$ cat src/rtl/fir_mac_sequencer.sv
// Time-multiplexed FIR filter: one signed MAC swept over NTAPS taps per sample,
// with a circular sample buffer, a runtime-writable coefficient file and valid/ready on both sides.
module fir_mac_sequencer #(
    parameter int unsigned NTAPS = 15,
    parameter int unsigned DW    = 16,
    parameter int unsigned CW    = 16,
    parameter int unsigned ACCW  = 36,
    parameter int unsigned SHIFT = 15
) (
    input  logic          clk,
    input  logic          rst,
    input  logic          in_valid,
    output logic          in_ready,
    input  logic [DW-1:0] in_data,
    output logic          out_valid,
    input  logic          out_ready,
    output logic [DW-1:0] out_data,
    output logic          out_sat,
    input  logic          cfg_we,
    input  logic [3:0]    cfg_addr,
    input  logic [CW-1:0] cfg_data,
    output logic          cfg_err,
    output logic          busy
);
    localparam int unsigned IW  = (NTAPS > 1) ? $clog2(NTAPS) : 1;
    localparam int unsigned IW1 = IW + 1;
    localparam int unsigned PRW = DW + CW;
    localparam logic signed [ACCW-1:0] HALF = ACCW'(1) << (SHIFT - 1);
    localparam logic signed [ACCW-1:0] OMAX = ACCW'((2 ** (DW - 1)) - 1);
    localparam logic signed [ACCW-1:0] OMIN = ~OMAX;

    typedef enum logic [1:0] {IDLE, MAC, ROUND, HOLD} state_t;

    state_t                 state, state_nxt;
    logic [IW-1:0]          wptr, tap, rd_idx;
    logic signed [ACCW-1:0] acc, prod_ext, r;
    logic signed [PRW-1:0]  prod;
    logic [DW-1:0]          sample_mem [NTAPS];
    logic [CW-1:0]          coef       [NTAPS];
    logic [DW-1:0]          rnd_data;
    logic                   rnd_sat, accept, out_hs, last_tap, cfg_ok;

    // Default low-pass taps for the 15-tap build; other tap counts start from zero.
    function automatic logic [CW-1:0] coef_default(input int unsigned k);
        logic [CW-1:0] v;
        v = '0;
        if (NTAPS == 15) begin
            case (k)
                0, 14:   v = CW'(338);
                1, 13:   v = CW'(533);
                2, 12:   v = CW'(1080);
                3, 11:   v = CW'(1872);
                4, 10:   v = CW'(2754);
                5, 9:    v = CW'(3550);
                6, 8:    v = CW'(4102);
                7:       v = CW'(4300);
                default: v = '0;
            endcase
        end
        return v;
    endfunction

    // Next-state and control strobes
    always_comb begin
        state_nxt = state;
        accept    = 1'b0;
        out_hs    = 1'b0;
        last_tap  = (tap == IW'(NTAPS - 1));
        cfg_ok    = cfg_we && (state == IDLE) && ({1'b0, cfg_addr} < 5'(NTAPS));
        case (state)
            IDLE: begin
                if (in_valid && in_ready) begin
                    accept    = 1'b1;
                    state_nxt = MAC;
                end
            end
            MAC:   if (last_tap) state_nxt = ROUND;
            ROUND: state_nxt = HOLD;
            HOLD: begin
                if (out_valid && out_ready) begin
                    out_hs    = 1'b1;
                    state_nxt = IDLE;
                end
            end
            default: state_nxt = IDLE;
        endcase
    end

    // Tap datapath: circular read index, full-precision product, rounding and saturation
    always_comb begin
        rd_idx   = (wptr >= tap) ? (wptr - tap) : IW'(IW1'(wptr) + IW1'(NTAPS) - IW1'(tap));
        prod     = $signed(coef[tap]) * $signed(sample_mem[rd_idx]);
        prod_ext = {{(ACCW - PRW){prod[PRW-1]}}, prod};
        r        = (acc + HALF) >>> SHIFT;
        rnd_data = r[DW-1:0];
        rnd_sat  = 1'b0;
        if (r > OMAX) begin
            rnd_data = OMAX[DW-1:0];
            rnd_sat  = 1'b1;
        end else if (r < OMIN) begin
            rnd_data = OMIN[DW-1:0];
            rnd_sat  = 1'b1;
        end
    end

    always_ff @(posedge clk or posedge rst) begin
        if (rst) begin
            state    <= IDLE;
            in_ready <= 1'b1;
            busy     <= 1'b0;
        end else begin
            state    <= state_nxt;
            in_ready <= (state_nxt == IDLE);
            busy     <= (state_nxt != IDLE);
        end
    end

    always_ff @(posedge clk or posedge rst) begin
        if (rst) begin
            wptr      <= '0;
            tap       <= '0;
            acc       <= '0;
            out_valid <= 1'b0;
            out_data  <= '0;
            out_sat   <= 1'b0;
            cfg_err   <= 1'b0;
        end else begin
            cfg_err <= cfg_we && !cfg_ok;
            if (accept) begin
                acc <= '0;
                tap <= '0;
            end else if (state == MAC) begin
                acc <= acc + prod_ext;
                tap <= tap + IW'(1);
            end
            if (state == ROUND) begin
                out_valid <= 1'b1;
                out_data  <= rnd_data;
                out_sat   <= rnd_sat;
                wptr      <= (wptr == IW'(NTAPS - 1)) ? '0 : wptr + IW'(1);
            end else if (out_hs) begin
                out_valid <= 1'b0;
            end
        end
    end

    // Sample buffer and coefficient file; a write in the accept cycle is seen by that sample
    always_ff @(posedge clk or posedge rst) begin
        if (rst) begin
            for (int unsigned k = 0; k < NTAPS; k++) begin
                sample_mem[k] <= '0;
                coef[k]       <= coef_default(k);
            end
        end else begin
            if (accept) sample_mem[wptr] <= in_data;
            if (cfg_ok) coef[cfg_addr[IW-1:0]] <= cfg_data;
        end
    end

endmodule
$ cat config.mk
export PLATFORM = sky130hd
export DESIGN_NAME = fir_mac_sequencer
export DESIGN_NICKNAME = d
export VERILOG_FILES = /design/src/rtl/fir_mac_sequencer.sv
export SDC_FILE = /design/constraint.sdc
export NUM_CORES = 2
export LEC_CHECK = 0
export BUFFER_PORTS_ARGS = -buffer_cell sky130_fd_sc_hd__clkbuf_2
export CAP_MARGIN = 20
export CORE_AREA = 5 5 278 280
export CTS_CLUSTER_DIAMETER = 50
export DETAILED_ROUTE_END_ITERATION = 8
export DIE_AREA = 0 0 283 285
export MAX_ROUTING_LAYER = met4
export PLACE_DENSITY_LB_ADDON = 0.1
export SYNTH_ARGS = -nofsm -noshare
export SYNTH_HDL_FRONTEND = slang
export SYNTH_SLANG_ARGS = --single-unit
$ cat constraint.sdc
create_clock -name clk -period 20.5 [get_ports clk]
set_clock_uncertainty 0.1 [all_clocks]
set_input_delay 1.025 -clock clk [delete_from_list [all_inputs] [get_ports clk]]
set_output_delay 1.025 -clock clk [all_outputs]
set_load 0.01 [all_outputs]
# [Word level (Yosys, flattened, before mapping)]
# Cells that the tools add are included.
[word_totals] reg_bits=547 output_inout_bits=21 word_cells=112
[op_classes] n_addsub=7 multipliers=1 magnitude_cmp=10 eq_ne=5 mux=32 n_bitwise=4 n_reduce_logical=13
[ops] op="240-bit bitwise mux" count=2
[ops] op="16-bit binary-select mux with 4-bit select" count=2
[ops] op="16-bit demux with 4-bit select" count=2
[ops] op="16-bit two-way mux" count=8
[ops] op="36-bit two-way mux" count=2
[ops] op="36-bit by 16-bit adder with 36-bit output (second input constant)" count=1
[ops] op="36-bit by 32-bit adder with 36-bit output" count=1
[ops] op="16-bit by 16-bit multiplier with 32-bit output" count=1
[ops] op="21-bit by 16-bit > comparator with 1-bit output (second input constant)" count=1
[ops] op="21-bit by 16-bit < comparator with 1-bit output (second input constant)" count=1
[ops] op="5-bit >= comparator (second input constant)" count=4
[ops] op="4-bit inverter with 5-bit output" count=4
[ops] op="4-bit two-way mux" count=4
[ops] op="5-bit by 1-bit < comparator with 1-bit output (second input constant)" count=2
[ops] op="4-bit by 1-bit adder with 4-bit output (second input constant)" count=2
[ops] op="4-bit == test (second input constant)" count=2
[ops] op="1-bit two-way mux" count=8
[ops] op="2-bit case mux with 4 select lines" count=1
[ops] op="4-bit subtractor" count=2
[ops] op="1-bit logical AND" count=7
[ops] op="2-bit two-way mux" count=3
[ops] op="2-bit nonzero test" count=3
[ops] op="4-bit adder (second input constant)" count=1
[ops] op="2-bit == test (second input constant)" count=2
[ops] op="other kinds (5)" count=6

# [Logic depth before layout (Yosys ltp)]
[depth] word_depth=11 ltp_mapped=40

# [Least setup slack after synthesis]
# OpenSTA, ideal clock, no wires.
[synth_path] kind="register to register" start="register tap[1]" end="register acc[35]" arrival_ns=9.310 required_time_ns=20.271 path_slack_ns=10.961 stages_incl_launch_ff=40 path_buffers=7 synth_period_minus_slack_ns=9.539 path_cell_list="dfrtp_1 > clkbuf_1 > buf_2 > buf_2 > buf_2 > inv_1 > fa_1 > a21o_2 > a311oi_4 > nor2_4 > buf_6 > buf_6 > mux2i_1 > o211ai_1 > o21ai_1 > mux2i_1 > buf_4 > nand2_1 > [... 4 more ...] > fa_1 > inv_1 > fa_1 > fa_1 > inv_1 > fa_1 > inv_1 > ha_1 > a21o_1 > a21oi_1 > nor2_1 > or4_1 > a31oi_1 > o31ai_2 > a41o_1 > o41a_1 > xnor2_1 > o21ai_1"
[synth_between] elab_chain_cells=10 word_cells_on_any_way=16 cone_classes="add/sub (3); mul (1); order compare (1); mux (9); bitwise (2)"
[synth_rtl] item="from (decl)" line="35" text="logic [IW-1:0] wptr, tap, rd_idx;"
[synth_rtl] item="from (signal assigned)" line="134" text="tap <= tap + IW'(1);"
[synth_rtl] item="4-bit subtractor / 4-bit >= comparator (equally long branches)" line="91" text="rd_idx = (wptr >= tap) ? (wptr - tap) : IW'(IW1'(wptr) + IW1'(NTAPS) - IW1'(tap));"
[synth_rtl] item="4-bit two-way mux" line="91"
[synth_rtl] item="4-bit inverter with 5-bit output (implied by the code)" line="92" text="prod = $signed(coef[tap]) * $signed(sample_mem[rd_idx]);"
[synth_rtl] item="16-bit binary-select mux with 4-bit select" line="92"
[synth_rtl] item="16-bit two-way mux (implied by the code) (2 in series)" line="92"
[synth_rtl] item="16-bit by 16-bit multiplier with 32-bit output *" line="92"
[synth_rtl] item="36-bit by 32-bit adder with 36-bit output *" line="133" text="acc <= acc + prod_ext;"
[synth_rtl] item="36-bit two-way mux *" line="132" text="end else if (state == MAC) begin"
[synth_rtl] item="36-bit two-way mux *" line="129" text="if (accept) begin"
[synth_rtl] item="to (signal assigned)" line="133"
[synth_rtl] item="to (decl)" line="36" text="logic signed [ACCW-1:0] acc, prod_ext, r;"
# Mark *: on every way between the ends. The rest lies on a longest branch, timed or not. The select of a mux whose other input is x is not followed.
# A chain may end at the register's enable or synchronous reset.

# [Worst setup path after layout]
[layout_path] start="register tap[2]" end="register acc[34]"
# The elaborated chain is that of the path after synthesis.

==> summary.txt <==
Die
  • Die Ht: ~290 um
  • I/O Pins: 62
  • Die W: approximately 280 um
  • Core Box Area: around 74,000 um2
  • Row cnt: 100
  • Total die area: roughly 80,000 um2
  • Initial Utilization: 49.8%

Timing
  • Max_slew headroom: 23.1%
  • Final setup violation count: 0
  • Min Clock Period, post-route: ~11,000 ps
  • RSZ-0062 raised after global routing: false
  • Fmax: approximately 87 MHz
  • Period utilization: between 50 and 60%
  • Slew @ Worst Pin: approximately 1200 ps
  • Fin. max-slew vios: 0
  • Fin Setup TNS: 0 ps
  • Final Hold Vio Count: 0

Critical path
  • WP data arrival: between 10,000 and 15,000 ps
  • CP required: 20,940 ps
  • Element type at the critical path end: flop
  • Largest stage delay on the critical path: around 920 ps
  • Setup CP Type: reg -> reg
  • Critical path startpoint category: flop
  • Critical path fanouts, max: 31
  • Slowest-stage cell, CP: and2_0
  • R2R depth: 32

Detailed routing
  • WL/cell: around 22 um
  • Post-route ant nets: 0
  • Vias/cell: between 5 and 6
  • Final wirelength: approximately 90,000 um
  • Pre-antenna DRT Iters: 5
  • Vias: about 23,000
  • Iteration-0 DRC count of the detailed router: between 1,500 and 2,000
  • DRC Markers: 0

Global route
  • Initial antenna violation count: 4
  • GRT overflow: 0
  • Vias in the first global route: around 25,000
  • Pin count of the biggest net entering global routing: 200
  • Total GRT Usage: between 20% and 30%
  • First-pass GRT wire length: around 140,000 um

Yosys
  • Synthesized area per cell: 12.1 um2
  • Total number of yosys warnings: 0
  • Asr flop ratio synth: 100%
  • Post-synth EDFFs: 0
  • Synth area leaders: dfrtp_1, fa_1, mux2_2
  • Most frequent cells after synthesis: mux2_2, dfrtp_1, inv_1
  • Dominant cell by count in the synthesized netlist: mux2_2
  • Synth cell types: 78
  • Syn Nets: 3,532
  • Sequential-to-total area share from yosys stat: a little under two fifths
  • Cell count after synthesis: between 3,000 and 4,000
  • Seq cells post-synth: ~550
  • Share of the synthesized area in the top cell type: about a third
  • Synth Flop Type: dfrtp_1
  • Yosys top cell by area: dfrtp_1
  • Cell area after synthesis: between 30,000 and 40,000 um2

Clocking
  • Clock transition at the registers of the reported paths: 50 ps
  • Clock Tree Buf Depth: 3
  • Root buffer selected by CTS: clkbuf_16
  • Post-cts sizing count: 0
  • Worst skew pair latency: 630 ps
  • CTS tree: done
  • Post-CTS Hold Buffers: 0
  • H-tree depth: 3
  • CTS buffer count: 74
  • Clk sinks: roughly 550
  • Post-CTS setup buffer count: 0

Finish
  • Antenna diode count: 0
  • Area Overhead vs Synth: 10.7%
  • Number of fill cells in the layout: roughly 6,200
  • Layout cells sized above 1: between 30% and 40%
  • Nets@finish: ~3,600

Run status
  • Status: finished clean

Flow run
  • Max-cap viol count: 0

Min path
  • Worst Hold Class: reg -> reg
  • Min-Delay Path Depth: 2

Place
  • Buffers on Ports: just over 60
  • DP HPWL: around 63,000 um
  • GPL Wtd Cong: a little under 0.9
cell usage in the layout (no fill, tap or decap), types with 43 or more instances in the layout:
| cell | count |
|---|---|
| clkbuf_2 | 61 |
| a21oi_1 | 47 |
| inv_1 | 411 |
| mux2_2 | 487 |
| clkbuf_16 | 75 |
| nor2_1 | 159 |
| dfrtp_1 | 471 |
| buf_4 | 44 |
| nand3_1 | 43 |
| mux4_2 | 100 |
| fa_1 | 317 |
| o21ai_0 | 75 |
| dfstp_2 | 74 |
| mux2i_1 | 43 |
| ha_1 | 114 |
| nand2_1 | 205 |
registers in the layout (all words and copies together) (netlist names), 2 cells and up:
name	cells
sample_mem	240
coef	240
wptr	4
tap	4
state	2
acc	36
out_data	16
critical path, delay by kind of cell (launching register included):
| kind | cells | cell delay, ps |
|---|---|---|
| muxes | 1 | 830 |
| buffers and inverters | 7 | 1320 |
| xor gates and xnor gates | 1 | 150 |
| AOI/OAI and AO/OA | 9 | 2240 |
| DFF | 1 | 750 |
| and+or+nand+nor | 6 | 1910 |
| adders and majority gates | 8 | 4030 |
area by class of cell:
cell class | count | area (um2) | area share, %
Clock buffer | 92 | 2030 | 4.96
Clock inverter | 44 | 576 | 1.41
Inverter | 412 | 1550 | 3.80
Multi-Input combinational cell | 1935 | 20900 | 51.1
Sequential cell | 547 | 13800 | 33.7
Tap cell | 969 | 1210 | 2.96
Timing Repair Buffer | 114 | 835 | 2.04
worst paths after layout:
kind	slack, ps	from	to
max	9040	tap[2]$_DFFE_PP0P_	acc[34]$_DFFE_PP0P_
min	380	out_data[0]$_DFFE_PP0P_	out_data[0]$_DFFE_PP0P_
max reg2reg	9040	tap[2]$_DFFE_PP0P_	acc[34]$_DFFE_PP0P_
max in group asynchronous	18190	rst	sample_mem[5]$_DFFE_PP0P_
min in group asynchronous	520	rst	acc[6]$_DFFE_PP0P_
min reg2reg	380	out_data[0]$_DFFE_PP0P_	out_data[0]$_DFFE_PP0P_
kinds of logic (layout without fill, tap and decap cells):
kind of cell	after synthesis	in the layout	share of synthesized area [%]
AO/OA/AOI/OAI	270	270	4.96
AND/OR/NAND/NOR	534	534	6.46
XOR/XNOR	61	61	1.47
buffers and inverters	578	662	6.33
flip-flops	547	547	37.3
adder cells (fa/ha/maj)	431	431	21.0
multiplexers	639	639	22.5
through the flow:
step | area, um2 | utilization (%) | worst slack [ps] | hold slack (ps) | cells
detailed placement | 38200 | 51.5 | 9090 | 375 | 3971
floorplan | 37000 | - | 4210 | 356 | 3060
finish | 40900 | 55.1 | 9040 | 382 | 4113
global route | 40900 | 55.1 | 8410 | 409 | 4113
CTS | 40800 | 55.0 | 9080 | 385 | 4107
global placement | 38100 | 51.4 | 9350 | 372 | 3967
layer usage:
metal | GRT usage [%] | routed length [um] | vias up
met2 | 37.2 | 42800 | 565
met1 | 30.9 | 39400 | 11929
met5 | - | 0 | -
li1 | - | - | 10268
met4 | 6.49 | 2570 | 0
met3 | 4.31 | 4650 | 178
Power is left out: the tool's default activity adds up to more than one toggle a clock period on the data nets, which glitch-free logic cannot reach.
